$ cat src/rtl/xsr_pkg.sv
// Shared types and helpers for the xoshiro256** companion blocks.
// The 256-bit state packs s1 in the low word up to s4 in the high word.
package xsr_pkg;

  localparam int unsigned XSR_W       = 64;
  localparam int unsigned XSR_STATE_W = 4 * XSR_W;

  localparam int unsigned S1_LSB = 0;
  localparam int unsigned S2_LSB = XSR_W;
  localparam int unsigned S3_LSB = 2 * XSR_W;
  localparam int unsigned S4_LSB = 3 * XSR_W;

  // The first packed member is the most significant, so s4 is listed first.
  typedef struct packed {
    logic [XSR_W-1:0] s4;
    logic [XSR_W-1:0] s3;
    logic [XSR_W-1:0] s2;
    logic [XSR_W-1:0] s1;
  } xsr_state_t;

  typedef enum logic [1:0] {
    ST_IDLE,
    ST_STEP,
    ST_EMIT,
    ST_DONE
  } xsr_fsm_e;

  function automatic logic [XSR_W-1:0] rotl64(input logic [XSR_W-1:0] x,
                                              input logic [5:0]       n);
    return (x << n) | (x >> (7'd64 - {1'b0, n}));
  endfunction

  function automatic logic [XSR_W-1:0] rotr64(input logic [XSR_W-1:0] x,
                                              input logic [5:0]       n);
    return (x >> n) | (x << (7'd64 - {1'b0, n}));
  endfunction

  // Generator output for a state, computed from its s2 word.
  function automatic logic [XSR_W-1:0] xsr_scramble(input logic [XSR_W-1:0] s2);
    logic [XSR_W-1:0] m;
    m = s2 * 64'd5;
    return rotl64(m, 6'd7) * 64'd9;
  endfunction

endpackage

$ cat src/rtl/xsr_unstep.sv
// Combinational inverse of one xoshiro256** state transition.
// Recovers the state that the forward step turned into cur_state_i.
module xsr_unstep
  import xsr_pkg::*;
(
  input  logic [XSR_STATE_W-1:0] cur_state_i,
  output logic [XSR_STATE_W-1:0] prev_state_o
);

  logic [XSR_W-1:0] n1, n2, n3, n4;
  logic [XSR_W-1:0] a, u;
  logic [XSR_W-1:0] p1, p2, p3, p4;

  assign n1 = cur_state_i[S1_LSB +: XSR_W];
  assign n2 = cur_state_i[S2_LSB +: XSR_W];
  assign n3 = cur_state_i[S3_LSB +: XSR_W];
  assign n4 = cur_state_i[S4_LSB +: XSR_W];

  // a = s4^s2 before the forward rotate; u = s2 ^ (s2 << 17).
  assign a = rotr64(n4, 6'd45);
  assign u = n2 ^ n3;

  // x ^ (x << 17) is undone by xoring in the three further shifted copies.
  assign p2 = u ^ (u << 17) ^ (u << 34) ^ (u << 51);
  assign p1 = n1 ^ a;
  assign p3 = n2 ^ p2 ^ p1;
  assign p4 = a ^ p2;

  assign prev_state_o = {p4, p3, p2, p1};

endmodule

$ cat src/rtl/xsr_rewind.sv
// Walks a loaded xoshiro256** state backwards, emitting each recovered
// earlier state with the generator output it produced, newest first.
module xsr_rewind
  import xsr_pkg::*;
#(
  parameter int unsigned CNT_W = 32
) (
  input  logic                   clk,
  input  logic                   rst_n,
  input  logic                   load_valid,
  output logic                   load_ready,
  input  logic [XSR_STATE_W-1:0] load_state,
  input  logic [CNT_W-1:0]       load_count,
  output logic                   out_valid,
  input  logic                   out_ready,
  output logic [XSR_W-1:0]       out_value,
  output logic [XSR_STATE_W-1:0] out_state,
  output logic                   busy,
  output logic                   done
);

  xsr_fsm_e               fsm_q;
  logic [XSR_STATE_W-1:0] state_q;
  logic [CNT_W-1:0]       cnt_q;
  logic [XSR_STATE_W-1:0] out_state_q;
  logic [XSR_W-1:0]       out_value_q;
  logic                   out_valid_q;
  logic                   done_q;
  logic                   busy_q;
  logic                   load_ready_q;

  logic [XSR_STATE_W-1:0] prev_state_d;
  xsr_state_t             prev_s;

  xsr_unstep u_unstep (
    .cur_state_i  (state_q),
    .prev_state_o (prev_state_d)
  );

  assign prev_s = prev_state_d;

  // NOTE: every register here, including the 256-bit state, is in the async
  // reset branch because a mid-run reset must return all outputs to zero.
  // NOTE: sequential state uses non-blocking assignments only, so every
  // right-hand side reads the pre-edge value regardless of statement order.
  always_ff @(posedge clk or negedge rst_n) begin
    if (!rst_n) begin
      fsm_q        <= ST_IDLE;
      state_q      <= '0;
      cnt_q        <= '0;
      out_state_q  <= '0;
      out_value_q  <= '0;
      out_valid_q  <= 1'b0;
      done_q       <= 1'b0;
      busy_q       <= 1'b0;
      load_ready_q <= 1'b1;
    end else begin
      done_q <= 1'b0;
      unique case (fsm_q)
        ST_IDLE: begin
          if (load_valid && load_ready_q) begin
            state_q      <= load_state;
            cnt_q        <= load_count;
            load_ready_q <= 1'b0;
            busy_q       <= 1'b1;
            // A zero-length run still reports completion through DONE.
            if (load_count == '0) begin
              done_q <= 1'b1;
              fsm_q  <= ST_DONE;
            end else begin
              fsm_q <= ST_STEP;
            end
          end
        end
        ST_STEP: begin
          state_q     <= prev_state_d;
          out_state_q <= prev_state_d;
          out_value_q <= xsr_scramble(prev_s.s2);
          out_valid_q <= 1'b1;
          cnt_q       <= cnt_q - CNT_W'(1);
          fsm_q       <= ST_EMIT;
        end
        ST_EMIT: begin
          if (out_ready) begin
            out_valid_q <= 1'b0;
            if (cnt_q != '0) begin
              fsm_q <= ST_STEP;
            end else begin
              done_q <= 1'b1;
              fsm_q  <= ST_DONE;
            end
          end
        end
        ST_DONE: begin
          busy_q       <= 1'b0;
          load_ready_q <= 1'b1;
          fsm_q        <= ST_IDLE;
        end
        default: fsm_q <= ST_IDLE;
      endcase
    end
  end

  assign load_ready = load_ready_q;
  assign out_valid  = out_valid_q;
  assign out_value  = out_value_q;
  assign out_state  = out_state_q;
  assign busy       = busy_q;
  assign done       = done_q;

  // A presented value must stay put until the consumer takes it.
  a_hold_payload : assert property (
    @(posedge clk) disable iff (!rst_n)
      (out_valid && !out_ready) |=> (out_valid && $stable(out_state) && $stable(out_value))
  );

  a_done_exclusive : assert property (
    @(posedge clk) disable iff (!rst_n) done |-> !out_valid
  );

endmodule

$ cat config.mk
export PLATFORM = sky130hd
export DESIGN_NAME = xsr_rewind
export DESIGN_NICKNAME = d
export VERILOG_FILES = /design/src/rtl/xsr_pkg.sv /design/src/rtl/xsr_unstep.sv /design/src/rtl/xsr_rewind.sv
export SDC_FILE = /design/constraint.sdc
export NUM_CORES = 2
export LEC_CHECK = 0
export ABC_AREA = 0
export CORE_MARGIN = 5
export CORE_UTILIZATION = 35
export CTS_BUF_LIST = sky130_fd_sc_hd__clkbuf_8
export DETAILED_ROUTE_END_ITERATION = 10
export MAX_ROUTING_LAYER = met4
export PLACE_DENSITY = 0.53
export SLEW_MARGIN = 5
export SYNTH_ARGS = -nofsm -noshare
export SYNTH_HDL_FRONTEND = slang
export SYNTH_HIERARCHICAL = 1
export SYNTH_SLANG_ARGS = --single-unit
$ cat constraint.sdc
create_clock -name clk -period 11.85 [get_ports clk]
set_input_delay 2.37 -clock clk [delete_from_list [all_inputs] [get_ports clk]]
set_output_delay 2.37 -clock clk [all_outputs]
set_load 0.02 [all_outputs]
Word level (Yosys, flattened, before mapping)
Cells that the tools add are included.

Flip-flop bits (word level): 614. Bits of input ports: 292. Output and inout port bits: 324.

$add $sub $neg: 1. Multipliers: 2. Equal/unequal tests: 5. Multiplexer cells: 20. Bitwise logic cells: 10. Reductions and logical operators: 11.

Operators by type and width (number): 256-bit one-hot mux with 2 select lines (1); 64-bit bitwise XOR (8); 256-bit two-way mux (1); 64-bit by 3-bit multiplier with 64-bit output, second input constant (1); 64-bit by 4-bit multiplier with 64-bit output, second input constant (1); 19-bit by 64-bit bitwise OR with 64-bit output (1); 64-bit by 7-bit bitwise OR with 64-bit output (1); 32-bit one-hot mux with 2 select lines (1); 32-bit zero test (1); 32-bit two-way mux (1); 32-bit nonzero test (1); 32-bit by 1-bit subtractor with 32-bit output, second input constant (1); 2-bit two-way mux (4); 1-bit one-hot mux with 2 select lines (4); 2-bit one-hot mux with 4 select lines (1); 2-bit AND reduction (4); 1-bit two-way mux (7); 2-bit nonzero test (3); 2-bit equality test, second input constant (2); 2-bit != test, second input constant (2); 2-bit by 1-bit equality test with 1-bit output, second input constant (1); 2-bit zero test (1); 1-bit logical AND (1).

Longest topological paths before layout
Depth in word-level cells: 7. Gate-level depth with buffers: 29. Depth with buffers taken out: 29.

By module
Netlist, hierarchy kept.

Modules (own cells, without submodules): xsr_rewind (instances 1, cells each 3819, area an instance 32800.2 um2, sequential area each 15366.0 um2); xsr_unstep (instances 1, cells each 371, area an instance 3500.9 um2, sequential area each 0.0 um2).

Worst setup path after synthesis
OpenSTA, ideal clock, no wires.

Kind: register -> register. From: register state_q[132]. To: register out_value_q[62], in the netlist out_value[62]. Data arrival time: 6.956 ns. Path slack: 4.778 ns. Cell stages (with the launch flop): 29. Path buffers: 1. Clock period less this slack: 7.072 ns. Path through: dfrtp_1 > xnor2_1 > xnor3_1 > ha_1 > ha_1 > clkbuf_1 > a21o_1 > a21o_1 > a21oi_1 > o21bai_1 > a221o_1 > a211oi_1 > a31oi_1 > a21o_1 > a21boi_0 > xnor2_1 > ha_1 > ha_1 > fa_1 > a21o_1 > a21oi_1 > o21bai_1 > a21oi_1 > o31ai_1 > and4b_1 > o41a_1 > o2111a_1 > o21a_1 > o311ai_0.

RTL lines: start, declared (line xsr_rewind.sv:23) `logic [XSR_STATE_W-1:0] state_q;`; start signal, assigned (line xsr_rewind.sv:62) `state_q <= load_state;`; start signal, assigned (line xsr_rewind.sv:76) `state_q <= prev_state_d;`; end signal, assigned (line xsr_rewind.sv:78) `out_value_q <= xsr_scramble(prev_s.s2);`; end, declared (line xsr_rewind.sv:26) `logic [XSR_W-1:0] out_value_q;`.

==> insert_results.sql <==
INSERT INTO impl_metrics (metric_group, metric, value, unit) VALUES
('global_route', 'grt_pass1_vias', '32095', ''),
('die', 'design.portCount', '616', ''),
('yosys', 'unique_masters_post_synth', '92', ''),
('placement', 'port_buf_inserts', '615', ''),
('clocking', 'tritoncts', 'built', ''),
('timing', 'grt_setup_unrepaired', 'false', ''),
('worst_setup_path', 'ff2ff_setup_slack', '2950', 'ps'),
('detailed_routing', 'routed_via_density', '5.26', ''),
('worst_setup_path', 'cp_data_arrival_time', '9550', 'ps'),
('timing', 'maxSlewViolCount', '0', ''),
('clocking', 'numClockSinks', '614', ''),
('timing', 'maxClockFrequency', '0.112', 'GHz'),
('status', 'status', 'completed', ''),
('global_route', 'grt_use_total', '27.2', '%'),
('worst_setup_path', 'max_stage_delay', '850', 'ps'),
('clocking', 'cts_resized', '0', ''),
('yosys', 'synth.avg_cell_area', '8.66', 'um^2'),
('clocking', 'clock_tree.buffer_depth', '3', ''),
('placement', 'place.detailed.hpwl', '118000', 'um'),
('yosys', 'postSynth.topFlopCell', 'sky130_fd_sc_hd__dfrtp_1', ''),
('clocking', 'clk_root_buffer_cell', 'sky130_fd_sc_hd__clkbuf_8', ''),
('worst_hold_path', 'worstHoldPathType', 'reg -> reg', ''),
('finish', 'final_common_cell', 'sky130_fd_sc_hd__nand2_1', ''),
('worst_setup_path', 'crit_path_top_delay_cell', 'sky130_fd_sc_hd__a2111oi_0', ''),
('yosys', 'post_synth_inst_count', '4190', ''),
('global_route', 'gr-total-overflow', '0', ''),
('finish', 'flow.area_growth_from_synthesis', '27.6', '%'),
('timing', 'fin_setup_tns', '0', 'ps'),
('detailed_routing', 'dr.first_iter.drc_count', '2570', ''),
('timing', 'final-hold-violation-count', '0', ''),
('yosys', 'synthesis.area', '0.0363', 'mm^2'),
('detailed_routing', 'drt_first_pass_iters', '6', ''),
('placement', 'gp_congestion', '0.910', ''),
('detailed_routing', 'antenna_left', '0', ''),
('die', 'num_rows', '118', ''),
('timing', 'worst_slew_margin_rel', '26.5', '%'),
('die', 'core_region_area', '0.103', 'mm^2'),
('yosys', 'async_flop_share', '100', '%'),
('flow_run', 'count_of_maximum_capacitance_violations', '0', ''),
('detailed_routing', 'drc_errors_left', '0', ''),
('die', 'floorplan.initialDensity', '35.2', '%'),
('die', 'die_height', '332', 'um'),
('detailed_routing', 'routedWlPerCell', '24.4', 'um'),
('clocking', 'postCtsHoldBufs', '0', ''),
('finish', 'fin_nets', '5266', ''),
('detailed_routing', 'dr_total_vias', '32739', ''),
('timing', 'worst_slew_pin_slew', '1100', 'ps'),
('yosys', 'synth-warning-count', '6', ''),
('worst_setup_path', 'cp_data_required_time', '12500', 'ps'),
('detailed_routing', 'detail_route.wirelength', '152000', 'um'),
('timing', 'layout_min_cycle_time', '8900', 'ps'),
('clocking', 'numCtsBuffers', '112', ''),
('timing', 'clock_skew', '64.5', 'ps'),
('yosys', 'top_post_synthesis_cells_by_area', 'sky130_fd_sc_hd__dfrtp_1 (42%), sky130_fd_sc_hd__nand2_1 (12%), sky130_fd_sc_hd__ha_1 (8.3%), sky130_fd_sc_hd__xnor2_1 (6.2%), sky130_fd_sc_hd__a31oi_1 (4.6%)', ''),
('worst_hold_path', 'whs_path_depth', '2', ''),
('worst_setup_path', 'cp_common_cell', 'sky130_fd_sc_hd__ha_1', ''),
('timing', 'finalSetupViolations', '0', ''),
('clocking', 'ctsHtreeMaxLevel', '3', ''),
('global_route', 'antenna_found_initial', '21', ''),
('clocking', 'clk_pin_slew', '70', 'ps'),
('finish', 'drive_above_1_share', '5.22', '%'),
('yosys', 'synth-seq-cells', '614', ''),
('clocking', 'clkLatencyLatePin', '800', 'ps'),
('worst_setup_path', 'worstSetupEndpointType', 'flip-flop', ''),
('global_route', 'grt_start_max_net_pins', '183', ''),
('clocking', 'postCtsSetupBuffers', '0', ''),
('finish', 'commonest_cells_after_routing_fill_and_taps_aside', 'sky130_fd_sc_hd__nand2_1 (1183), sky130_fd_sc_hd__clkdlybuf4s50_1 (614), sky130_fd_sc_hd__dfrtp_1 (613)', ''),
('worst_setup_path', 'timing_worst_setup_path_type', 'reg -> reg', ''),
('die', 'fp.dieArea', '0.110', 'mm^2'),
('yosys', 'part_of_the_yosys_area_used_for_sequential_elements', '42.3', '%'),
('global_route', 'grt_pass1_wl', '220000', 'um'),
('worst_setup_path', 'start_kind', 'flip-flop', ''),
('worst_setup_path', 'worst_r2r_path_depth', '28', ''),
('timing', 'post-route-period-util', '75.1', '%'),
('yosys', 'yosysTopAreaCellShare', '42.3', '%'),
('worst_setup_path', 'timing.critical_path.fanout_max', '5', ''),
('yosys', 'number_of_enable_type_register_cells_in_the_synthesized_netlist', '0', ''),
('yosys', 'syn_nets', '4725', ''),
('yosys', 'synth_area_leader_cell', 'sky130_fd_sc_hd__dfrtp_1', ''),
('die', 'die_x', '332', 'um');
final cells by class:
cell class | count | area, um^2
antenna | 20 | 50.0
inverter | 54 | 203
timing repair buffer | 654 | 6530
sequential | 614 | 15400
multi-input combinational | 3295 | 19900
fill | 10286 | 56900
clock buffer | 158 | 2170
tap | 1380 | 1730
clock inverter | 48 | 355
synth_stat cells (5+ instances only):
library cell,n
sky130_fd_sc_hd__and4_1,6
sky130_fd_sc_hd__nand3_1,49
sky130_fd_sc_hd__nor2_1,346
sky130_fd_sc_hd__o31ai_1,10
sky130_fd_sc_hd__and2_1,5
sky130_fd_sc_hd__o41ai_1,5
sky130_fd_sc_hd__nand2b_1,11
sky130_fd_sc_hd__xor2_1,185
sky130_fd_sc_hd__a21oi_1,165
sky130_fd_sc_hd__xnor3_1,17
sky130_fd_sc_hd__a21boi_0,7
sky130_fd_sc_hd__a2111oi_0,5
sky130_fd_sc_hd__nor2b_1,11
sky130_fd_sc_hd__o22ai_1,15
sky130_fd_sc_hd__a22oi_1,10
sky130_fd_sc_hd__xnor2_1,258
sky130_fd_sc_hd__a31oi_1,268
sky130_fd_sc_hd__ha_1,241
sky130_fd_sc_hd__a21o_1,80
sky130_fd_sc_hd__nand2_1,1184
sky130_fd_sc_hd__nor3_1,31
sky130_fd_sc_hd__a211oi_1,9
sky130_fd_sc_hd__o21ai_0,143
sky130_fd_sc_hd__o21bai_1,36
sky130_fd_sc_hd__inv_1,52
sky130_fd_sc_hd__and3_1,9
sky130_fd_sc_hd__o211ai_1,19
sky130_fd_sc_hd__or3_1,9
sky130_fd_sc_hd__nor4_1,15
sky130_fd_sc_hd__o21a_1,10
sky130_fd_sc_hd__dfrtp_1,613
sky130_fd_sc_hd__buf_1,15
sky130_fd_sc_hd__nand4_1,41
sky130_fd_sc_hd__mux2i_1,7
sky130_fd_sc_hd__clkbuf_1,207
logic make-up (layout without fill, tap and decap cells):
logic type,after synthesis,after routing,synth area share [%]
and+or+nand+nor,1740,1740,19.4
AOI/OAI and AO/OA,835,835,14.4
DFF,614,614,42.3
xor gates and xnor gates,466,466,12.1
buffers and inverters,281,914,2.97
adders and majority gates,243,243,8.42
muxes,11,11,0.317
other,0,20,0
per-stage QoR:
stage               cell area, um^2  std cells  hold WS [ps]  worst slack (ps)  utilization [%]
floorplan                     36300       4190           450              4780                -
global placement              43700       5997           459              3050             42.4
detailed placement            43700       5997           461              2960             42.4
CTS                           46300       6203           476              2910             44.8
global route                  46300       6223           489              2320             44.9
finish                        46300       6223           470              2950             44.9
layer usage:
metal  GRT usage, %  vias up  wire length, um
met1           37.4    16083            70100
met3           5.27      185             9350
met4           7.18        0             3770
met2           41.5     1052            68500
li1               -    15419                -
met5              -        -                0
registers in the layout, summed over array words and instances (netlist names):
| register | cells |
|---|---|
| out_valid | 1 |
| state_q | 256 |
| out_state | 256 |
| fsm_q | 2 |
| cnt_q | 32 |
| out_value | 64 |
| busy | 1 |
| done | 1 |
| load_ready | 1 |
worst paths after layout:
path | startpoint | endpoint
setup / recovery | state_q[129]$_DFFE_PN0P_ | out_value[63]$_DFFE_PN0P_
hold / removal | out_state[155]$_DFFE_PN0P_ | out_state[155]$_DFFE_PN0P_
setup reg to reg | state_q[129]$_DFFE_PN0P_ | out_value[63]$_DFFE_PN0P_
hold reg to reg | out_state[155]$_DFFE_PN0P_ | out_state[155]$_DFFE_PN0P_
max in group asynchronous | rst_n | done$_DFF_PN0_
min in group asynchronous | rst_n | state_q[17]$_DFFE_PN0P_
worst max-delay path: cells and delay by family, from the launching register on:
kind            cells  cell delay [ps]
fa+ha+maj           5             1540
simple gates        4              510
buf+inv             2              420
flops               1              420
compound gates     15             4890
xor+xnor            2              990
Power is not shown: default switching activity piles up to over one toggle a cycle in this logic, so the estimate is an artifact.
